[src/rtl/mul_iter_pkg.sv]
// mul_iter_pkg
//   Shared definitions for the iterative multiplier: the FSM state
//   encoding, the CYCLES / counter-width derivations and the parameter
//   legality check used by mul_iter at elaboration time.
package mul_iter_pkg;

  typedef enum logic [1:0] {
    IDLE = 2'd0,
    RUN  = 2'd1,
    DONE = 2'd2
  } state_t;

  // Number of RUN cycles needed to consume the whole multiplier.
  function automatic int calc_cycles(input int width, input int step);
    return width / step;
  endfunction

  // Iteration counter width; a single-cycle build still needs one bit.
  function automatic int calc_cnt_w(input int cycles);
    return (cycles > 1) ? $clog2(cycles) : 1;
  endfunction

  // WIDTH must be even and at least 4, and STEP must divide it exactly.
  function automatic bit params_ok(input int width, input int step);
    return (width >= 4) && (width % 2 == 0) &&
           (step > 0) && (step <= width) && (width % step == 0);
  endfunction

endpackage

[src/rtl/mul_step.sv]
// mul_step
//   Purely combinational unsigned WIDTH x STEP partial product.
//   Ports:
//     a  in  WIDTH        multiplicand (unsigned)
//     b  in  STEP         multiplier slice (unsigned)
//     p  out WIDTH+STEP   full product a*b
module mul_step
  import mul_iter_pkg::*;
#(
  parameter int WIDTH = 32,
  parameter int STEP  = 16
) (
  input  logic [WIDTH-1:0]      a,
  input  logic [STEP-1:0]       b,
  output logic [WIDTH+STEP-1:0] p
);

  // Both operands are zero-extended to the product width so the
  // multiply is unsigned and no product bits are lost.
  assign p = {{STEP{1'b0}}, a} * {{WIDTH{1'b0}}, b};

endmodule

[src/rtl/mul_iter.sv]
// mul_iter
//   Multi-cycle signed/unsigned integer multiplier producing the full
//   2*WIDTH-bit product as hi/lo halves. STEP multiplier bits are consumed
//   per cycle, so a result takes WIDTH/STEP RUN cycles plus one DONE cycle.
//   Ports:
//     clk        in   sole clock, rising edge
//     resetn     in   synchronous active-low reset
//     start      in   request, accepted when ready=1
//     is_signed  in   1 = two's-complement operands, 0 = unsigned
//     a, b       in   multiplicand / multiplier, sampled with start
//     flush      in   abort any operation, overrides start
//     ready      out  unit can accept start this cycle
//     valid      out  one-cycle pulse, hi/lo hold a new result
//     hi, lo     out  upper / lower half of the product
module mul_iter
  import mul_iter_pkg::*;
#(
  parameter int WIDTH = 32,
  parameter int STEP  = 16
) (
  input  logic             clk,
  input  logic             resetn,
  input  logic             start,
  input  logic             is_signed,
  input  logic [WIDTH-1:0] a,
  input  logic [WIDTH-1:0] b,
  input  logic             flush,
  output logic             ready,
  output logic             valid,
  output logic [WIDTH-1:0] hi,
  output logic [WIDTH-1:0] lo
);

  localparam int CYCLES = calc_cycles(WIDTH, STEP);
  localparam int CNT_W  = calc_cnt_w(CYCLES);
  localparam int W2     = 2 * WIDTH;
  localparam logic [CNT_W-1:0] CNT_LAST = CNT_W'(CYCLES - 1);

  if (!params_ok(WIDTH, STEP)) begin : g_param_check
    $error("mul_iter: WIDTH must be even and >= 4, and STEP must divide WIDTH");
  end

  state_t           state;
  logic [WIDTH-1:0] ua;
  logic [WIDTH-1:0] ub;
  logic             neg;
  logic [W2-1:0]    acc;
  logic [CNT_W-1:0] cnt;

  logic [WIDTH-1:0]      abs_a;
  logic [WIDTH-1:0]      abs_b;
  logic                  neg_in;
  logic [31:0]           shamt;
  logic [STEP-1:0]       b_slice;
  logic [WIDTH+STEP-1:0] pp;
  logic [W2-1:0]         pp_ext;
  logic [W2-1:0]         acc_sum;
  logic [W2-1:0]         result;

  // Magnitudes are multiplied unsigned and the sign is reapplied at the
  // end. Negating 0x80..0 wraps back to 0x80..0, which is the correct
  // magnitude when read as unsigned, so no special case is required.
  assign abs_a  = (is_signed && a[WIDTH-1]) ? -a : a;
  assign abs_b  = (is_signed && b[WIDTH-1]) ? -b : b;
  assign neg_in = is_signed & (a[WIDTH-1] ^ b[WIDTH-1]);

  // Select the multiplier slice for this iteration and weight its partial
  // product by the same bit offset.
  assign shamt   = 32'(cnt) * 32'(STEP);
  assign b_slice = STEP'(ub >> shamt);

  mul_step #(
    .WIDTH(WIDTH),
    .STEP (STEP)
  ) u_step (
    .a(ua),
    .b(b_slice),
    .p(pp)
  );

  assign pp_ext  = W2'(pp) << shamt;
  assign acc_sum = acc + pp_ext;
  assign result  = neg ? -acc_sum : acc_sum;

  assign ready = (state == IDLE) || (state == DONE);

  always_ff @(posedge clk) begin
    if (!resetn) begin
      state <= IDLE;
      ua    <= '0;
      ub    <= '0;
      neg   <= 1'b0;
      acc   <= '0;
      cnt   <= '0;
      valid <= 1'b0;
      hi    <= '0;
      lo    <= '0;
    end else begin
      valid <= 1'b0;
      if (flush) begin
        // hi/lo are deliberately left alone so the last good result stays visible.
        state <= IDLE;
        cnt   <= '0;
      end else begin
        case (state)
          IDLE, DONE: begin
            // DONE accepts a new request just like IDLE for back-to-back use.
            if (start) begin
              ua    <= abs_a;
              ub    <= abs_b;
              neg   <= neg_in;
              acc   <= '0;
              cnt   <= '0;
              state <= RUN;
            end else begin
              state <= IDLE;
            end
          end
          RUN: begin
            acc <= acc_sum;
            if (cnt == CNT_LAST) begin
              cnt   <= '0;
              state <= DONE;
              valid <= 1'b1;
              hi    <= result[W2-1:WIDTH];
              lo    <= result[WIDTH-1:0];
            end else begin
              cnt <= cnt + CNT_W'(1);
            end
          end
          default: begin
            state <= IDLE;
            cnt   <= '0;
          end
        endcase
      end
    end
  end

endmodule

[config.mk]
export PLATFORM = sky130hd
export DESIGN_NAME = mul_iter
export DESIGN_NICKNAME = d
export VERILOG_FILES = /design/src/rtl/mul_iter_pkg.sv /design/src/rtl/mul_step.sv /design/src/rtl/mul_iter.sv
export SDC_FILE = /design/constraint.sdc
export NUM_CORES = 2
export LEC_CHECK = 0
export BUFFER_PORTS_ARGS = -buffer_cell sky130_fd_sc_hd__buf_2
export CAP_MARGIN = 40
export CORE_UTILIZATION = 32
export DETAILED_ROUTE_END_ITERATION = 8
export PLACE_DENSITY_LB_ADDON = 0.1
export SLEW_MARGIN = 5
export SYNTH_ARGS = -nofsm -noshare
export SYNTH_HDL_FRONTEND = slang
export SYNTH_SLANG_ARGS = --single-unit
[constraint.sdc]
create_clock -name clk -period 23.3 [get_ports clk]
set_input_delay 1.165 -clock clk [delete_from_list [all_inputs] [get_ports clk]]
set_output_delay 1.165 -clock clk [all_outputs]
set_load 0.005 [all_outputs]
### Word level (Yosys, flattened, before mapping)

Index checks and enable logic that the tools add are counted.

* input port bits: 69
* flip-flop bits (word level): 197
* word-level logic and storage cells: 49
* output and inout bits: 66

* reduce and logical (&&, ||, !) cells: 11
* multiplexer cells: 12
* bitwise logic cells: 5
* eq/ne operators: 4
* add/subtract/negate cells: 5
* shift operators: 2
* $mul: 1

Operator list (number)
* $mux 64: 2
* $pmux 64 s2: 1
* $add 64x64->64: 1
* $mux 32: 2
* $neg 32->32: 2
* $neg 64->64: 1
* $shl 48x5->64: 1
* $mul 32x16->48: 1
* $shr 32x5->16: 1
* $reduce_and 3->1: 3
* $mux 1: 4
* $ne 2x2->1 const B: 2
* $pmux 2 s2: 1
* $reduce_or 2->1: 2
* $not 1->1: 3
* $reduce_or 3->1: 1
* $eq 2x1->1 const B: 1
* $eq 2x2->1 const B: 1
* $logic_and 1x1->1: 2
* $logic_not 2->1: 1
* $mux 2: 1
* $pmux 1 s2: 1
* $reduce_bool 2->1: 1
* $add 1x1->1 const B: 1
* other kinds (3): 3

### Longest topological paths before layout

* depth after elaboration: 6
* gate-level depth with buffers: 48
* depth with buffers taken out: 42

### Hierarchy

A second synthesis with hierarchy kept.

* cells, all modules: 3894
* area, all modules: 31607.8 sq um

Modules (own cells, without submodules)
* mul_step: times used 1, sequential area each 0.0 sq um, area an instance 16509.6 sq um, cells each 1915
* mul_iter: times used 1, sequential area each 3943.8 sq um, area an instance 15098.2 sq um, cells each 1979

### Worst setup path before layout

OpenSTA, ideal clock, no wires.

* kind: register to register
* start point: register cnt
* end point: register hi[27]
* required time: 23214 ps
* setup time: 86 ps
* arrival time: 11016 ps
* buffers on the path: 6
* clock period less this slack: 11101 ps
* stages on the path, launching flop included: 47
* slack: 12199 ps
* cell sequence: dfxtp_1 clkbuf_1 clkbuf_1 mux2_2 clkbuf_1 and2_1 fa_1 inv_1 fa_1 fa_1 fa_1 inv_1 fa_1 inv_1 fa_1 inv_1 ha_1 nand3_1 (+11 left out) xnor2_1 mux2_2 ha_1 clkbuf_1 a21o_1 a21o_1 a21oi_1 o21ai_0 a221o_1 o211ai_1 a311oi_1 nor3_2 or4b_1 or4_1 buf_2 o41ai_2 xor2_1 a211oi_1

* word-level cells in the longest chain between the ends: 6
* elaborated cells between the ends (all ways): 7
* classes of those cells: add/sub (2); mul (1); shift (2); mux (1); reduce/logical (1)

Ends and longest elaborated chain
* start, declared: line mul_iter.sv:48 `logic [CNT_W-1:0] cnt;`
* start signal, assigned: line mul_iter.sv:128 `cnt <= cnt + CNT_W'(1);`
* $shr 32x5->16: line mul_iter.sv:70 `assign b_slice = STEP'(ub >> shamt);`
* $mul 32x16->48: line mul_step.sv:20 `assign p = {{STEP{1'b0}}, a} * {{WIDTH{1'b0}}, b};`
* $shl 48x5->64: line mul_iter.sv:81 `assign pp_ext = W2'(pp) << shamt;`
* $add 64x64->64: line mul_iter.sv:82 `assign acc_sum = acc + pp_ext;`
* $neg 64->64: line mul_iter.sv:83 `assign result = neg ? -acc_sum : acc_sum;`
* $mux 64: line mul_iter.sv:83
* end signal, assigned: line mul_iter.sv:125 `hi <= result[W2-1:WIDTH];`
* end, declared: line mul_iter.sv:30 `output logic [WIDTH-1:0] hi,`

Several ways; a longest one is shown, not always the timed one.
A chain may end at the register's enable or synchronous reset.

### Worst setup path after layout

Same ends and word-level chain as after synthesis.

==> metrics.md <==
| Metric | Value |
|---|---|
| Via count | `26,200` |
| FF-to-FF path depth | `40` |
| Core box area | `95,300 µm²` |
| Gates resized, CTS repair | `0` |
| Hold Path Class | `reg2reg` |
| Largest family of logic cells by synthesized area | `adder cells` |
| Root Buffer | `clkbuf_16` |
| Sequential Area | `3950 µm²` |
| Syn Area/Cell | `8.02 µm²` |
| Library cells used by synthesis | `93` |
| Placed wire-length estimate | `82.9 mm` |
| Post-DP Area | `32,600 µm²` |
| Total Negative Setup Slacks | `0 ns` |
| Mapped cell area | `30,900 µm²` |
| Final period utilization | `54.6%` |
| Post-synth EDFFs | `0` |
| Asr flop ratio synth | `0%` |
| Sequential fraction of the synthesis area | `12.8%` |
| Drt wl/cell | `20.1 µm` |
| Clock tree sinks | `197` |
| Post-synthesis mux area share | `1.22%` |
| Clock Skew | `0.0266 ns` |
| Hold endpoint | `lo[2]` |
| CTS Buffer Depth | `2` |
| Initial cell density of the core | `32.4%` |
| Setup violations, final | `0` |
| Status | `finished clean` |
| Worst Min Path Start | `lo[2]` |
| Most used DFF post-synth | `dfxtp_1` |
| CTS Buf Count | `17` |
| Slew @ Worst Pin | `0.908 ns` |
| PortBufs | `134` |
| Synth Area in Compound Gates | `16.1%` |
| WS Path Type | `reg2reg` |
| Synth-to-Final Area Change | `7.68%` |
| Post-Synth XOR/XNOR Area | `5.07%` |
| Total congestion overflow | `0` |
| Antenna Violating Nets Remaining | `0` |
| Die footprint | `97,700 µm²` |
| Final nets | `4,494` |
| Residual DRC | `0` |
| CP delay by family, top | `compound AO/OA/AOI/OAI gates` |
| Clock Latency Late Sink | `0.53 ns` |
| I/O pin count | `135` |
| Share of cells above drive strength 1 | `7.15%` |
| Lkg Pwr | `14.9 nW` |
| Cells after synthesis | `3,848` |
| Post-CTS setup buffers | `0` |
| Post-synthesis adder-cell area fraction | `34.7%` |
| Synth warn | `0` |
| Maximum VDD drop | `0.0545 mV` |
| Critical Path Max Stage Delay | `0.68 ns` |
| R2r startpoint | `cnt` |
| DRT iter0 DRCs | `1,560` |
| Synth Area in Simple Gates | `21.3%` |
| CP endpoint kind | `flip-flop` |
| Largest net degree at the start of global routing | `68` |
| CTS tree | `built` |
| Gr usage total | `21.4%` |
| Seq cells post-synth | `197` |
| Post-CTS Hold Buffers | `0` |
| Finished Cell Area | `33,200 µm²` |
| First-pass DRT Iterations | `5` |
| H-tree depth | `4` |
| Die height | `313 µm` |
| WP buf/inv | `5` |
| Pwr Density | `41.2 nW/µm²` |
| Multi-input logic area | `24,200 µm²` |
| Clock transition at the registers of the reported paths | `0.10 ns` |
| Mapped Nets | `4,522` |
| Worst Hold Depth | `2` |
| Vias in the first global route | `26,600` |
| Crit path max fanout | `60` |
| Initial antenna violation count | `6` |
| Overall routed net length | `102 mm` |
| Crit path arrival time | `13.19 ns` |
| Gp weighted congestion | `0.872` |
| Max-Cap Viols | `0` |
| FF-to-FF setup slack | `10.57 ns` |
| Post-layout min period | `12.73 ns` |
| FMAX | `78.5 MHz` |
| Vias per inst | `5.14` |
| Cell mode on critical path | `fa_1` |
| WP data required | `23.75 ns` |
| Final hold vios | `0` |
| Filler Cell Count | `10,200` |
| Worst setup SP type | `flip-flop` |
| Worst r2r dst | `hi[27]` |
| RSZ-0062 raised after global routing | `no` |
| # rows | `113` |
| Max-slew headroom | `39.4%` |
| Chip Width | `313 µm` |
| First-pass GRT wire length | `162 mm` |
| Slowest cell on crit path | `or4_1` |
| Slew Limit Fails | `0` |
[cell type report]
type	count	area share [%]
clock inverters	14	0.606
repair buffers	162	2.82
flip-flops and latches	197	11.9
well taps	1265	4.76
inverters	505	5.72
diodes	2	0.0151
clock buffers	18	1.29
multi-input cells	2937	72.9
[synth_stat cells, types with 7 or more instances]
library cell  count  share of area, %
or3_1            39              0.79
a22oi_1          61               1.5
inv_1           503               6.1
o21a_1           12              0.29
nor2b_1          18              0.36
o31ai_1          21              0.51
nor2_1          304               3.7
and2_1          251               5.1
o21bai_1         24              0.58
dfxtp_1         197                13
a311oi_1         19              0.54
xor2_1           81               2.3
o41ai_1          12              0.34
nand4_1          22              0.45
fa_1            419                27
o211ai_1         17              0.41
xnor2_1          95               2.7
nor4_1           16              0.32
buf_2            13              0.21
nand3_1          49              0.79
or2_2            10              0.20
a211oi_1         86               2.1
a211o_1          14              0.40
ha_1            186               7.5
a21o_1           78               1.9
nand2b_1         28              0.57
and3_1           22              0.45
o21ai_0         127               2.1
clkbuf_1        187               2.3
nor3_1           71               1.2
nand2_1         515               6.3
a21oi_1         164               2.7
a31oi_1          19              0.39
or4_1             7              0.17
o21ai_1          12              0.19
mux2_2           30               1.1
[state kept, by name, summed over array words and instances, names as in the netlist, 2 cells and up]
name and flops:
lo 32, ua 32, state 2, ub 32, hi 32, acc 64
[worst max-delay path by stage]
stage                     cells past startpoint  start      to  slack [ns]
final                                        40    cnt  hi[27]       10.57
after global routing                         40    cnt  hi[31]        9.84
after CTS                                    40    cnt  hi[31]       10.58
after detailed placement                     40    cnt  hi[27]       10.64
after global placement                       40    cnt  hi[27]       10.78
after floorplan                              46    cnt  hi[27]       12.20
[routing by layer]
| metal | vias to the layer above | routed length [µm] | GRT usage [%] |
|---|---|---|---|
| li1 | 12600 | - | - |
| met1 | 13000 | 52700 | 32.8 |
| met2 | 575 | 43100 | 31.4 |
| met3 | 81 | 4580 | 3.01 |
| met4 | 4 | 1910 | 5.02 |
| met5 | - | 16 | 0 |
[layout by cell type, fill, tap and decap left out, types with 12 or more instances in the layout]
cell type  synthesis  final
o21a_1            12     12
nor2b_1           18     18
xnor2_1           95     95
a311oi_1          19     19
a31oi_1           19     19
o21bai_1          24     24
nand2b_1          28     28
a22oi_1           61     61
buf_2             13    135
inv_1            503    503
o211ai_1          17     17
nand4_1           22     22
dfxtp_1          197    195
a21o_1            78     78
o41ai_1           12     12
fa_1             419    419
ha_1             186    186
clkbuf_16          0     17
nor4_1            16     16
buf_4              1     20
and2_1           251    251
or3_1             39     39
a211o_1           14     14
mux2_2            30     30
o31ai_1           21     21
nor2_1           304    301
o21ai_1           12     12
nor3_1            71     71
a21oi_1          164    164
nand3_1           49     49
nand2_1          515    515
a211oi_1          86     86
xor2_1            81     81
o21ai_0          127    127
and3_1            22     21
[cells by family after synthesis]
kind of cell               count (synthesis)
muxes                                     34
AOI/OAI and AO/OA                        736
xor gates and xnor gates                 177
buffers and inverters                    714
DFF                                      197
adders and majority gates                605
and+or+nand+nor                         1385
[power breakdown]
part	total [mW]	switching [mW]	internal, mW	leakage [nW]
combinational	0.653	0.428	0.225	13.0
clock	0.344	0.186	0.157	0.305
sequential	0.373	0.0268	0.346	1.60
[per-stage QoR]
step | total power, mW | utilization, % | hold slack, ns | cells | worst slack (ns)
floorplan | 0.812 | - | 0.428 | 3848 | 12.20
finish | 1.37 | 34.9 | 0.457 | 5100 | 10.57
detailed placement | 1.03 | 34.2 | 0.446 | 5066 | 10.64
global route | 1.47 | 34.9 | 0.483 | 5098 | 9.84
global placement | 1.03 | 34.1 | 0.438 | 5058 | 10.78
CTS | 1.39 | 34.9 | 0.459 | 5098 | 10.58
[worst register-to-register path, delay by kind of cell, from the launching register on]
family                     cells  cell delay (ns)
AOI/OAI and AO/OA             14             4.02
buffers and inverters          5             0.75
DFF                            1             0.34
adders and majority gates      8             3.86
xor gates and xnor gates       2             0.37
and+or+nand+nor                9             2.43
muxes                          2             0.89
Note: power is estimated with default switching activity, not from simulation.
